[src/rtl/pio_arb_pkg.sv]
// Shared types and constants for the PIO arbiter and its round-robin picker.
package pio_arb_pkg;

    typedef enum logic [1:0] {
        IDLE    = 2'd0,
        ISSUE   = 2'd1,
        WAIT_RD = 2'd2,
        RESP    = 2'd3
    } state_t;

    localparam logic [31:0] TIMEOUT_DATA = 32'hDEAD_BEEF;
    localparam logic        PIO_RW_WRITE = 1'b1;
    localparam logic        PIO_RW_READ  = 1'b0;

    // Index width that stays legal (>=1) even for a single-entry vector.
    function automatic int idx_width(input int n);
        return (n > 1) ? $clog2(n) : 1;
    endfunction

endpackage

[src/rtl/rr_arbiter.sv]
// Combinational round-robin pick: first requester at or after ptr+1 (mod N).
module rr_arbiter #(
    parameter int N     = 4,
    parameter int IDX_W = (N > 1) ? $clog2(N) : 1
) (
    input  logic [N-1:0]     req,
    input  logic [IDX_W-1:0] ptr,
    output logic [N-1:0]     grant,
    output logic [IDX_W-1:0] idx,
    output logic             any
);

    int cand;

    always_comb begin
        grant = '0;
        idx   = '0;
        any   = 1'b0;
        cand  = 0;
        for (int k = 1; k <= N; k++) begin
            cand = int'(ptr) + k;
            if (cand >= N) cand = cand - N;
            if (!any && req[cand]) begin
                any = 1'b1;
                idx = IDX_W'(cand);
            end
        end
        if (any) grant[idx] = 1'b1;
    end

endmodule

[src/rtl/pio_arbiter.sv]
// Round-robin sharing of one single-outstanding PIO target among NUM_REQ requesters.
// Define PIO_ARB_TIMEOUT_EN to enable the read-timeout guard and error completion.
module pio_arbiter
    import pio_arb_pkg::*;
#(
    parameter int NUM_REQ    = 4,
    parameter int ADDR_W     = 32,
    parameter int DATA_W     = 32,
    parameter int RD_TIMEOUT = 16
) (
    input  logic                      clk,
    input  logic                      reset,
    input  logic [NUM_REQ-1:0]        req_vld,
    input  logic [NUM_REQ-1:0]        req_rw,
    input  logic [NUM_REQ*ADDR_W-1:0] req_addr,
    input  logic [NUM_REQ*DATA_W-1:0] req_wdata,
    output logic [NUM_REQ-1:0]        req_ack,
    output logic [DATA_W-1:0]         req_rdata,
    output logic                      req_err,
    output logic                      pio_cmd_vld,
    output logic                      pio_rw,
    output logic [ADDR_W-1:0]         pio_addr,
    output logic [DATA_W-1:0]         pio_data_w,
    input  logic [DATA_W-1:0]         pio_data_r,
    input  logic                      pio_rd_vld
);

    localparam int IDX_W = idx_width(NUM_REQ);

    if (NUM_REQ < 2 || NUM_REQ > 8 || RD_TIMEOUT < 2) begin : g_param_check
        $error("pio_arbiter: NUM_REQ must be 2..8 and RD_TIMEOUT >= 2");
    end

    logic [ADDR_W-1:0] addr_arr  [NUM_REQ];
    logic [DATA_W-1:0] wdata_arr [NUM_REQ];

    for (genvar gi = 0; gi < NUM_REQ; gi++) begin : g_unpack
        assign addr_arr[gi]  = req_addr[gi*ADDR_W +: ADDR_W];
        assign wdata_arr[gi] = req_wdata[gi*DATA_W +: DATA_W];
    end

    state_t               state_reg, state_next;
    logic [IDX_W-1:0]     ptr_reg;
    logic [NUM_REQ-1:0]   grant_oh_reg;
    logic [DATA_W-1:0]    rdata_reg;
    logic                 err_reg;
    logic [NUM_REQ-1:0]   arb_grant;
    logic [IDX_W-1:0]     arb_idx;
    logic                 arb_any;
    logic                 grant_now;
    logic                 timeout_hit;

    rr_arbiter #(
        .N     (NUM_REQ),
        .IDX_W (IDX_W)
    ) u_rr (
        .req   (req_vld),
        .ptr   (ptr_reg),
        .grant (arb_grant),
        .idx   (arb_idx),
        .any   (arb_any)
    );

    assign grant_now = (state_reg == IDLE) && arb_any;

`ifdef PIO_ARB_TIMEOUT_EN
    localparam int             TMR_W    = idx_width(RD_TIMEOUT);
    localparam logic [TMR_W-1:0] TMR_LAST = TMR_W'(RD_TIMEOUT - 2);

    logic [TMR_W-1:0] timer_reg;

    // Timer counts finished WAIT_RD cycles; expiry fires on the cycle whose increment
    // would reach RD_TIMEOUT-1, so the error ack lands RD_TIMEOUT cycles after ISSUE.
    always_ff @(posedge clk) begin
        if (reset) begin
            timer_reg <= '0;
        end else if (state_reg == ISSUE) begin
            timer_reg <= '0;
        end else if (state_reg == WAIT_RD) begin
            timer_reg <= timer_reg + 1'b1;
        end
    end

    assign timeout_hit = (state_reg == WAIT_RD) && !pio_rd_vld && (timer_reg == TMR_LAST);
`else
    assign timeout_hit = 1'b0;
`endif

    always_ff @(posedge clk) begin
        if (reset) begin
            state_reg <= IDLE;
        end else begin
            state_reg <= state_next;
        end
    end

    always_comb begin
        state_next = state_reg;
        case (state_reg)
            IDLE:    if (arb_any) state_next = ISSUE;
            ISSUE:   state_next = (pio_rw == PIO_RW_READ) ? WAIT_RD : RESP;
            WAIT_RD: if (pio_rd_vld || timeout_hit) state_next = RESP;
            RESP:    state_next = IDLE;
            default: state_next = IDLE;
        endcase
    end

    // Completion is only presented during RESP so idle outputs stay at zero.
    always_comb begin
        req_ack   = '0;
        req_rdata = '0;
        req_err   = 1'b0;
        if (state_reg == RESP) begin
            req_ack   = grant_oh_reg;
            req_rdata = rdata_reg;
            req_err   = err_reg;
        end
    end

    always_ff @(posedge clk) begin
        if (reset) begin
            ptr_reg      <= IDX_W'(NUM_REQ - 1);
            grant_oh_reg <= '0;
            pio_cmd_vld  <= 1'b0;
            pio_rw       <= 1'b0;
            pio_addr     <= '0;
            pio_data_w   <= '0;
            rdata_reg    <= '0;
            err_reg      <= 1'b0;
        end else begin
            pio_cmd_vld <= grant_now;
            if (grant_now) begin
                ptr_reg      <= arb_idx;
                grant_oh_reg <= arb_grant;
                pio_rw       <= req_rw[arb_idx];
                pio_addr     <= addr_arr[arb_idx];
                pio_data_w   <= wdata_arr[arb_idx];
                rdata_reg    <= '0;
                err_reg      <= 1'b0;
            end
            if (state_reg == WAIT_RD) begin
                if (pio_rd_vld) begin
                    rdata_reg <= pio_data_r;
                    err_reg   <= 1'b0;
                end else if (timeout_hit) begin
                    rdata_reg <= DATA_W'(TIMEOUT_DATA);
                    err_reg   <= 1'b1;
                end
            end
        end
    end

endmodule
[config.mk]
export PLATFORM = sky130hd
export DESIGN_NAME = pio_arbiter
export DESIGN_NICKNAME = d
export VERILOG_FILES = /design/src/rtl/pio_arb_pkg.sv /design/src/rtl/rr_arbiter.sv /design/src/rtl/pio_arbiter.sv
export SDC_FILE = /design/constraint.sdc
export NUM_CORES = 1
export LEC_CHECK = 0
export BUFFER_PORTS_ARGS = -buffer_cell sky130_fd_sc_hd__buf_2
export CORE_AREA = 2 2 154 156
export CTS_CLUSTER_SIZE = 16
export DETAILED_ROUTE_END_ITERATION = 10
export DIE_AREA = 0 0 156 158
export PLACE_DENSITY_LB_ADDON = 0.25
export SLEW_MARGIN = 15
export SYNTH_ARGS = -nofsm -noshare
export SYNTH_HDL_FRONTEND = slang
export SYNTH_HIERARCHICAL = 1
export SYNTH_SLANG_ARGS = --single-unit
[constraint.sdc]
create_clock -name clk -period 4.2 [get_ports clk]
set_input_delay 0.84 -clock clk [delete_from_list [all_inputs] [get_ports clk]]
set_output_delay 0.84 -clock clk [all_outputs]
set_load 0.01 [all_outputs]
# After elaboration in Yosys (flattened, before gate mapping)
# Index checks and enable logic that the tools add are counted.
# op_classes
n_addsub,8
multipliers,0
div_mod_pow,0
n_lt_le_gt_ge,11
n_eq_ne,5
shifts,0
muxes,48
n_bitwise,1
n_reduce_logical,10
# ops
op,n
$mux W32,12
$bmux W32 S2,2
$ge A32 B4 Y1 const B,4
$lt A32 B4 Y1 const B,4
$sub A32 B4 Y32 const B,4
$mux W1,19
$mux W2,6
$bmux W1 S2,5
$mux W4,2
$pmux W2 S4,1
$add A2 B2 Y3 const B,2
$logic_and A1 B1 Y1,5
$add A2 B3 Y4 const B,1
$eq A2 B2 Y1 const B,2
$ne A2 B2 Y1 const B,2
$add A2 B1 Y3 const B,1
$ge A3 B3 Y1 const B,1
$logic_not A1 Y1,3
$lt A2 B3 Y1 const B,1
$not A2 Y3,1
$demux W1 S2,1
$eq A2 B1 Y1 const B,1
$ge A2 B1 Y1 const B,1
$logic_not A2 Y1,1
$reduce_and A2 Y1,1
# totals
reg_bits,107
latch_bits,0
mem_bits_rw,0
mem_bits_ro,0
in_bits,299
output_inout_bits,103
elab_cells,92
mem_count,0

# Logic depth before layout (Yosys ltp)
# Gate-level depths: netlist of run 1.
# depth
depth_word,21
depth_mapped,10
mapped_depth_nobuf,6

# By module
# Netlist of run 1, hierarchy kept.
# by_module_without_submodules
mod,instances,cells_each,area_per_inst_um2,seq_area_each_um2
pio_arbiter,1,526,5444.0,2142.1
rr_arbiter,1,34,222.7,0.0

# Least setup slack after synthesis of run 1
# OpenSTA, ideal clock, no wires.
# synth_path
path_type,input to register
start,input port req_vld[0]
end,register pio_addr[0]
setup_time_ns,0.122
t_arrival_ns,2.287
required_time_ns,4.078
path_slack_ns,1.791
path_stages,10
n_path_buf,4
path_cell_list,buf_6 -> and2b_1 -> a21oi_1 -> o221ai_1 -> buf_2 -> buf_6 -> buf_6 -> mux2_2 -> a22oi_1 -> o21ai_1
# synth_between
elab_chain_cells,17
elab_cells_between_ends,31
cone_classes,mux: 23; bitwise: 1; reduce/logical: 7
# synth_lines
element,line,text
from (decl),pio_arbiter.sv:13,"input logic [NUM_REQ-1:0] req_vld,"
$bmux W1 S2,rr_arbiter.sv:23,if (!any && req[cand]) begin
$mux W1 (not written as such) (2 in series),rr_arbiter.sv:23,
$mux W1,rr_arbiter.sv:23,
$logic_not A1 Y1,rr_arbiter.sv:23,
$logic_and A1 B1 Y1,rr_arbiter.sv:23,
$mux W1,rr_arbiter.sv:23,
$logic_not A1 Y1,rr_arbiter.sv:23,
$logic_and A1 B1 Y1,rr_arbiter.sv:23,
$mux W1,rr_arbiter.sv:23,
$logic_not A1 Y1,rr_arbiter.sv:23,
$logic_and A1 B1 Y1,rr_arbiter.sv:23,
$mux W2 *,rr_arbiter.sv:23,
via arb_idx[0],pio_arbiter.sv:48,logic [IDX_W-1:0] arb_idx;
$not A2 Y3 (not written as such) *,pio_arbiter.sv:136,pio_addr <= addr_arr[arb_idx];
$bmux W32 S2 *,pio_arbiter.sv:136,
$mux W32 (not written as such) * (2 in series),pio_arbiter.sv:136,
to (signal assigned),pio_arbiter.sv:136,
to (decl),pio_arbiter.sv:22,"output logic [ADDR_W-1:0] pio_addr,"
# Mark *: on every way through the listed nets, which the timed path passes. The rest lies on a longest branch. The select of a mux whose other input is x is not followed.
# A chain may end at the register's enable or synchronous reset.

# Worst setup path in the final report of run 1
# layout_path
start,register state_reg[1]
end,output port req_rdata[14]
# layout_between
elab_chain_cells,2
# layout_lines
element,line,text
from (decl),pio_arbiter.sv:42,"state_t state_reg, state_next;"
from (signal assigned),pio_arbiter.sv:93,state_reg <= state_next;
$eq A2 B2 Y1,pio_arbiter.sv:113,if (state_reg == RESP) begin
$mux W32,pio_arbiter.sv:113,
to (decl),pio_arbiter.sv:18,"output logic [DATA_W-1:0] req_rdata,"
# No other way between the ends.

==> impl_metrics.csv, run 1 <==
group,metric,value,unit
cts,clk_pin_slew,0.08,ns
worst_setup_path,crit_required,3.36,ns
synthesis,seq_area_frac_synth,37.80,%
worst_setup_path,start_kind,"register",
cts,numCtsBuffers,9,
place,place_ws,1.175,ns
layout,syn_to_final_growth,43.12,%
worst_setup_path,endpoint_kind,"output port",
timing,final_max_slew_viol_count,0,
synthesis,synth_edf_count,0,
floorplanning,design.die.area,24650,sq um
synthesis,syn-num-nets,864,
synthesis,synth_top_cells_by_count,"dfxtp_1 (107), a22oi_1 (65), mux2_2 (65), mux2i_1 (65), o21ai_1 (52)",
layout,num_antenna_cells,0,
floorplanning,ioPinCount,402,
place,hpwl,14.77,mm
worst_setup_path,crit_path_cell_trace,"ha_1 -> and2_1 -> buf_2",
layout,design_area,8110,sq um
grt,first_global_vias,5536,
synthesis,yosysWarnings,6,
timing,rsz0062_at_grt,"false",
timing,clock.fmax,0.3519,GHz
place,placed_cell_area,7826,sq um
drt,totalWireLength,19.45,mm
synthesis,yosysTopAreaCell,"dfxtp_1",
timing,min_period,2.842,ns
floorplanning,chipWidth,156,um
cts,cts-root-buf,"clkbuf_16",
synthesis,yosys_most_used_dff,"dfxtp_1",
synthesis,ys_types,43,
synthesis,syn_area,5667,sq um
cts,cts_buffer_depth,2,
drt,drt_iter0_markers,250,
synthesis,synth.area.top_cells,"dfxtp_1 (38%), mux2_2 (13%), mux2i_1 (11%), a22oi_1 (8.6%), a22o_1 (4.9%)",
worst_setup_path,slowest_delay,0.86,ns
floorplanning,rows,56,
floorplanning,core-area,23050,sq um
layout,nets,1233,
floorplanning,die_y,158,um
status,outcome,"finished, final reports clean",
floorplanning,initial_core_util,24.58,%
cts,ctsHoldBuffers,0,
power,p_per_area,548.4,nW/um^2
synthesis,syn_inst,560,
synthesis,yosysTopAreaCellShare,37.80,%
timing,relSlewSlack,31.45,%
worst_setup_path,critPathMaxFanout,37,
layout,layout-drive-gt1-share,53.64,%
cts,numClockSinks,107,
grt,grt_pass1_wl,28.51,mm
worst_setup_path,crit_path_top_delay_cell,"ha_1",
synthesis,syn_avg_cell_area,10.12,sq um
timing,fin_skew,0.007289,ns
timing,worst_pin_slew,1.028,ns
place,portBuffers,401,
drt,vias,5658,
grt,grt_max_degree,66,
worst_setup_path,r2r_slack,1.66,ns
drt,viasPerCell,4.623,
cts,cts_tree,"yes",
timing,finalCritPeriodShare,67.66,%
min_path,min_path_type,"reg2reg",
place,place_congestion,0.7770,
cts,htree_levels,3,
timing,hold_viol_final,0,
timing,setup_viol,0,
timing,fin_ws,1.358,ns
cts,postCtsSetupBuffers,0,
drt,wl_per_cell,15.89,um
drt,drt_pre_antenna_iters,4,
timing,final.setup.tns,0,ns
grt,antenna_found_initial,0,
worst_setup_path,critPathKind,"reg2out",
drt,drc,0,
grt,overflow,0,
run,drv_cap,0,
grt,global_route.usage.total,14.60,%
power,vdd_drop_max,0.2382,mV
cts,clkLatencyLatePin,0.35,ns
synthesis,synth.most_common_cell,"dfxtp_1",
drt,ant_nets,0,
layout,fin_cells,1224,
synthesis,ys_ff_latch,107,
worst_setup_path,cp.arrival,2.00,ns
power,p_leak,3.988,nW
synthesis,async_flop_share,0,%
place,dp_cells,1208,
cts,ctsResizeCount,0,
-- routing by layer --
metal | track usage, % | vias to the layer above | part of all wire [%]
met1 | 16.69 | 2566 | 41
met4 | 4.500 | 0 | 1.5
met2 | 26.80 | 237 | 50
li1 | - | 2837 | -
met3 | 3.586 | 18 | 6.9
met5 | 0 | - | 0
-- metrics by stage --
stage	power, mW	util, %	hold slack, ns
final	4.448	35.18	0.4537
after floorplan	2.952	-	0.4317
after CTS	4.527	35.18	0.4561
after global routing	4.771	35.18	0.4739
after detailed placement	3.667	33.95	0.4450
after global placement	3.666	33.95	0.4407
-- area by class of cell --
| class | instances | area [sq um] |
|---|---|---|
| Clock buffer | 9 | 225.2 |
| Clock inverter | 7 | 58.81 |
| Fill cell | 2457 | 14940 |
| Inverter | 4 | 15.01 |
| Multi-Input combinational cell | 396 | 3187 |
| Sequential cell | 107 | 2142 |
| Tap cell | 290 | 362.8 |
| Timing Repair Buffer | 411 | 2120 |
-- placed cells by master, fill, tap and decap left out, types with 2 or more instances in the layout --
master	Yosys	layout
and2_1	38	38
clkinv_2	0	2
nor2_1	6	5
buf_2	21	401
and2b_1	2	2
buf_12	0	3
a22oi_1	65	65
dfxtp_1	107	107
a21oi_1	8	8
mux2i_1	65	65
buf_4	5	7
nand2_1	8	8
ha_1	5	5
o21ai_0	16	16
clkbuf_16	0	9
a22o_1	32	32
inv_8	0	2
inv_1	4	4
mux2_2	65	65
o21bai_1	2	2
nand2b_1	2	2
a211o_1	2	2
a211oi_1	3	3
o21ai_1	52	52
nand3_1	4	4
and3_1	4	4
clkinv_4	0	2
-- worst max-delay path, delay by kind of cell, from the launching register on --
kind,cells,cell delay (ns)
flops,1,0.39
fa+ha+maj,1,0.86
simple gates,1,0.26
buf+inv,1,0.15
-- final timing paths --
path                                     start                           end  cells after the start
hold / removal    grant_oh_reg[3]$_SDFFE_PP0P_  grant_oh_reg[3]$_SDFFE_PP0P_                      2
hold reg to reg   grant_oh_reg[3]$_SDFFE_PP0P_  grant_oh_reg[3]$_SDFFE_PP0P_                      2
setup reg to reg       ptr_reg[1]$_SDFFE_PP1P_   pio_data_w[24]$_SDFFE_PP0P_                      7
setup / recovery     state_reg[1]$_SDFFE_PP0P_                 req_rdata[14]                      3
-- logic make-up after synthesis --
kind of cell,after synthesis,synth area share (%)
AO/OA/AOI/OAI,191,22.90
flip-flops,107,37.80
adder cells (fa/ha/maj),5,1.104
buffers and inverters,57,6.469
AND/OR/NAND/NOR,70,7.331
multiplexers,130,24.40
-- report_power, final --
| group | internal [mW] | switching, mW | total, mW |
|---|---|---|---|
| sequential | 1.38 | 0.210 | 1.59 |
| clock | 0.414 | 0.423 | 0.837 |
| combinational | 0.939 | 1.08 | 2.02 |
Power figures use the tool's default switching activity.
==> run 2: changes to the inputs <==
Settings changed: CORE_AREA 2 2 154 156 to 2 2 158 160, DIE_AREA 0 0 156 158 to 0 0 160 162.
Clock period 4.2 ns to 2.4 ns, I/O delays scaled along.
==> impl_metrics.csv, run 2 (synthesis results as in run 1) <==
group,metric,value,unit
grt,overflow,0,
worst_setup_path,endpoint_kind,"register",
floorplanning,ioPinCount,402,
place,placed_cell_area,8034,sq um
cts,cts_buffer_depth,2,
grt,gr-usage-met2,26.98,%
grt,global_route.usage.total,15.17,%
drt,viasPerCell,4.501,
cts,ctsHoldBuffers,0,
layout,fillers,2549,
grt,first_global_vias,5880,
cts,htree_levels,3,
drt,ant_nets,0,
layout,mostFrequentLayoutCell,"buf_2",
worst_setup_path,crit_path_top_delay_cell,"dfxtp_1",
worst_setup_path,critPathKind,"reg2reg",
grt,grt_pass1_wl,31.13,mm
drt,totalWireLength,20.15,mm
layout,layout_common_cells,"buf_2 (401), dfxtp_1 (107), mux2i_1 (65), mux2_2 (65), a22oi_1 (65)",
layout,num_antenna_cells,0,
grt,grt.met1_usage,17.41,%
grt,grt_max_degree,53,
worst_setup_path,start_kind,"register",
cts,clkLatencyLatePin,0.35,ns
grt,grtUsageMet3,4.188,%
floorplanning,design.die.area,25920,sq um
status,outcome,"finished, final reports clean",
worst_setup_path,slowest_delay,0.47,ns
place,place_ws,0.07698,ns
timing,final.setup.tns,0,ns
place,place_congestion,0.7968,
cts,ctsResizeCount,0,
floorplanning,initial_core_util,23.51,%
timing,hold_viol_final,0,
worst_setup_path,crit_buf_inv,2,
worst_setup_path,critPathMaxFanout,18,
worst_setup_path,cp_top_family,"compound AO/OA/AOI/OAI gates",
layout,design_area,8344,sq um
timing,clock.fmax,0.4753,GHz
layout,multiInputGateArea,3187,sq um
timing,fin_ws,0.2961,ns
cts,numClockSinks,107,
timing,setup_viol,0,
power,p_per_area,972.3,nW/um^2
floorplanning,chipWidth,160,um
power,vdd_drop_max,0.4061,mV
run,drv_cap,0,
timing,finalCritPeriodShare,87.66,%
drt,drc,0,
drt,vias,5739,
layout,seq_area,2142,sq um
layout,syn_to_final_growth,47.25,%
cts,clk_pin_slew,0.08,ns
drt,drt_iter0_markers,307,
timing,worst_pin_slew,0.4374,ns
worst_setup_path,crit_path_cell_trace,"and2b_1 -> a21oi_1 -> o221ai_4 -> buf_12 -> buf_4 -> mux2_2 -> a22oi_1 -> o21ai_0",
cts,postCtsSetupBuffers,0,
place,hpwl,15.10,mm
place,portBuffers,401,
timing,relSlewSlack,70.84,%
floorplanning,rows,57,
layout,layout-drive-gt1-share,54.47,%
layout,finish.utilization,34.62,%
grt,busiest_layer,"met2",
drt,wl_per_cell,15.81,um
drt,drt_pre_antenna_iters,4,
cts,cts-root-buf,"clkbuf_16",
timing,min_period,2.104,ns
timing,fin_skew,0.006858,ns
worst_setup_path,cp.arrival,2.33,ns
cts,cts_tree,"yes",
power,power,8.113,mW
layout,nets,1250,
floorplanning,core-area,24110,sq um
grt,antenna_found_initial,0,
cts,numCtsBuffers,9,
worst_setup_path,r2r_slack,0.30,ns
worst_setup_path,crit_required,2.63,ns
timing,rsz0062_at_grt,"false",
floorplanning,die_y,162,um
min_path,min_path_type,"in2reg",
timing,final_max_slew_viol_count,0,
power,p_leak,4.087,nW
==> run 2: cell type report <==
class | instances | share of cell area, %
clock buffer | 9 | 2.699
multi-input combinational | 396 | 38.19
timing repair buffer | 428 | 27.38
clock inverter | 7 | 1.020
inverter | 4 | 0.1799
sequential | 107 | 25.67
tap | 324 | 4.858
==> run 2: routing by layer <==
layer | wire [um] | share of wire (%)
met1 | 8227 | 41
met2 | 9912 | 49
met3 | 1500 | 7.4
met4 | 512 | 2.5
met5 | 0 | 0
==> run 2: final timing paths <==
path                                                   start                      endpoint  cells past startpoint
worst max-delay path                 ptr_reg[1]$_SDFFE_PP1P_     pio_addr[10]$_SDFFE_PP0P_                      8
worst min-delay path                           pio_data_r[5]       rdata_reg[5]$_SDFF_PP0_                      2
worst max register to register       ptr_reg[1]$_SDFFE_PP1P_     pio_addr[10]$_SDFFE_PP0P_                      8
worst min register to register  grant_oh_reg[3]$_SDFFE_PP0P_  grant_oh_reg[3]$_SDFFE_PP0P_                      2
==> run 2: where the power goes <==
group,switching [mW],internal (mW),total (mW),leakage [nW]
registers,0.357,2.41,2.77,0.877
logic,1.96,1.81,3.77,3.06
clock network,0.747,0.828,1.57,0.149
==> run 2: stage by stage <==
| stage | cells | hold WS [ns] |
|---|---|---|
| 6_report | 1275 | 0.3424 |
| 5_1_grt | 1275 | 0.3229 |
| 4_1_cts | 1275 | 0.3181 |
| 3_5_place_dp | 1259 | 0.4444 |
| 3_3_place_gp | 1259 | 0.4409 |
| 2_1_floorplan | 560 | 0.4317 |
==> run 2: worst reg2reg max path: stages, from the launching register on <==
cell and delay (ns):
dfxtp_1 0.47, and2b_1 0.23, a21oi_1 0.21, o221ai_4 0.16
buf_12 0.20, buf_4 0.18, mux2_2 0.28, a22oi_1 0.15
o21ai_0 0.10
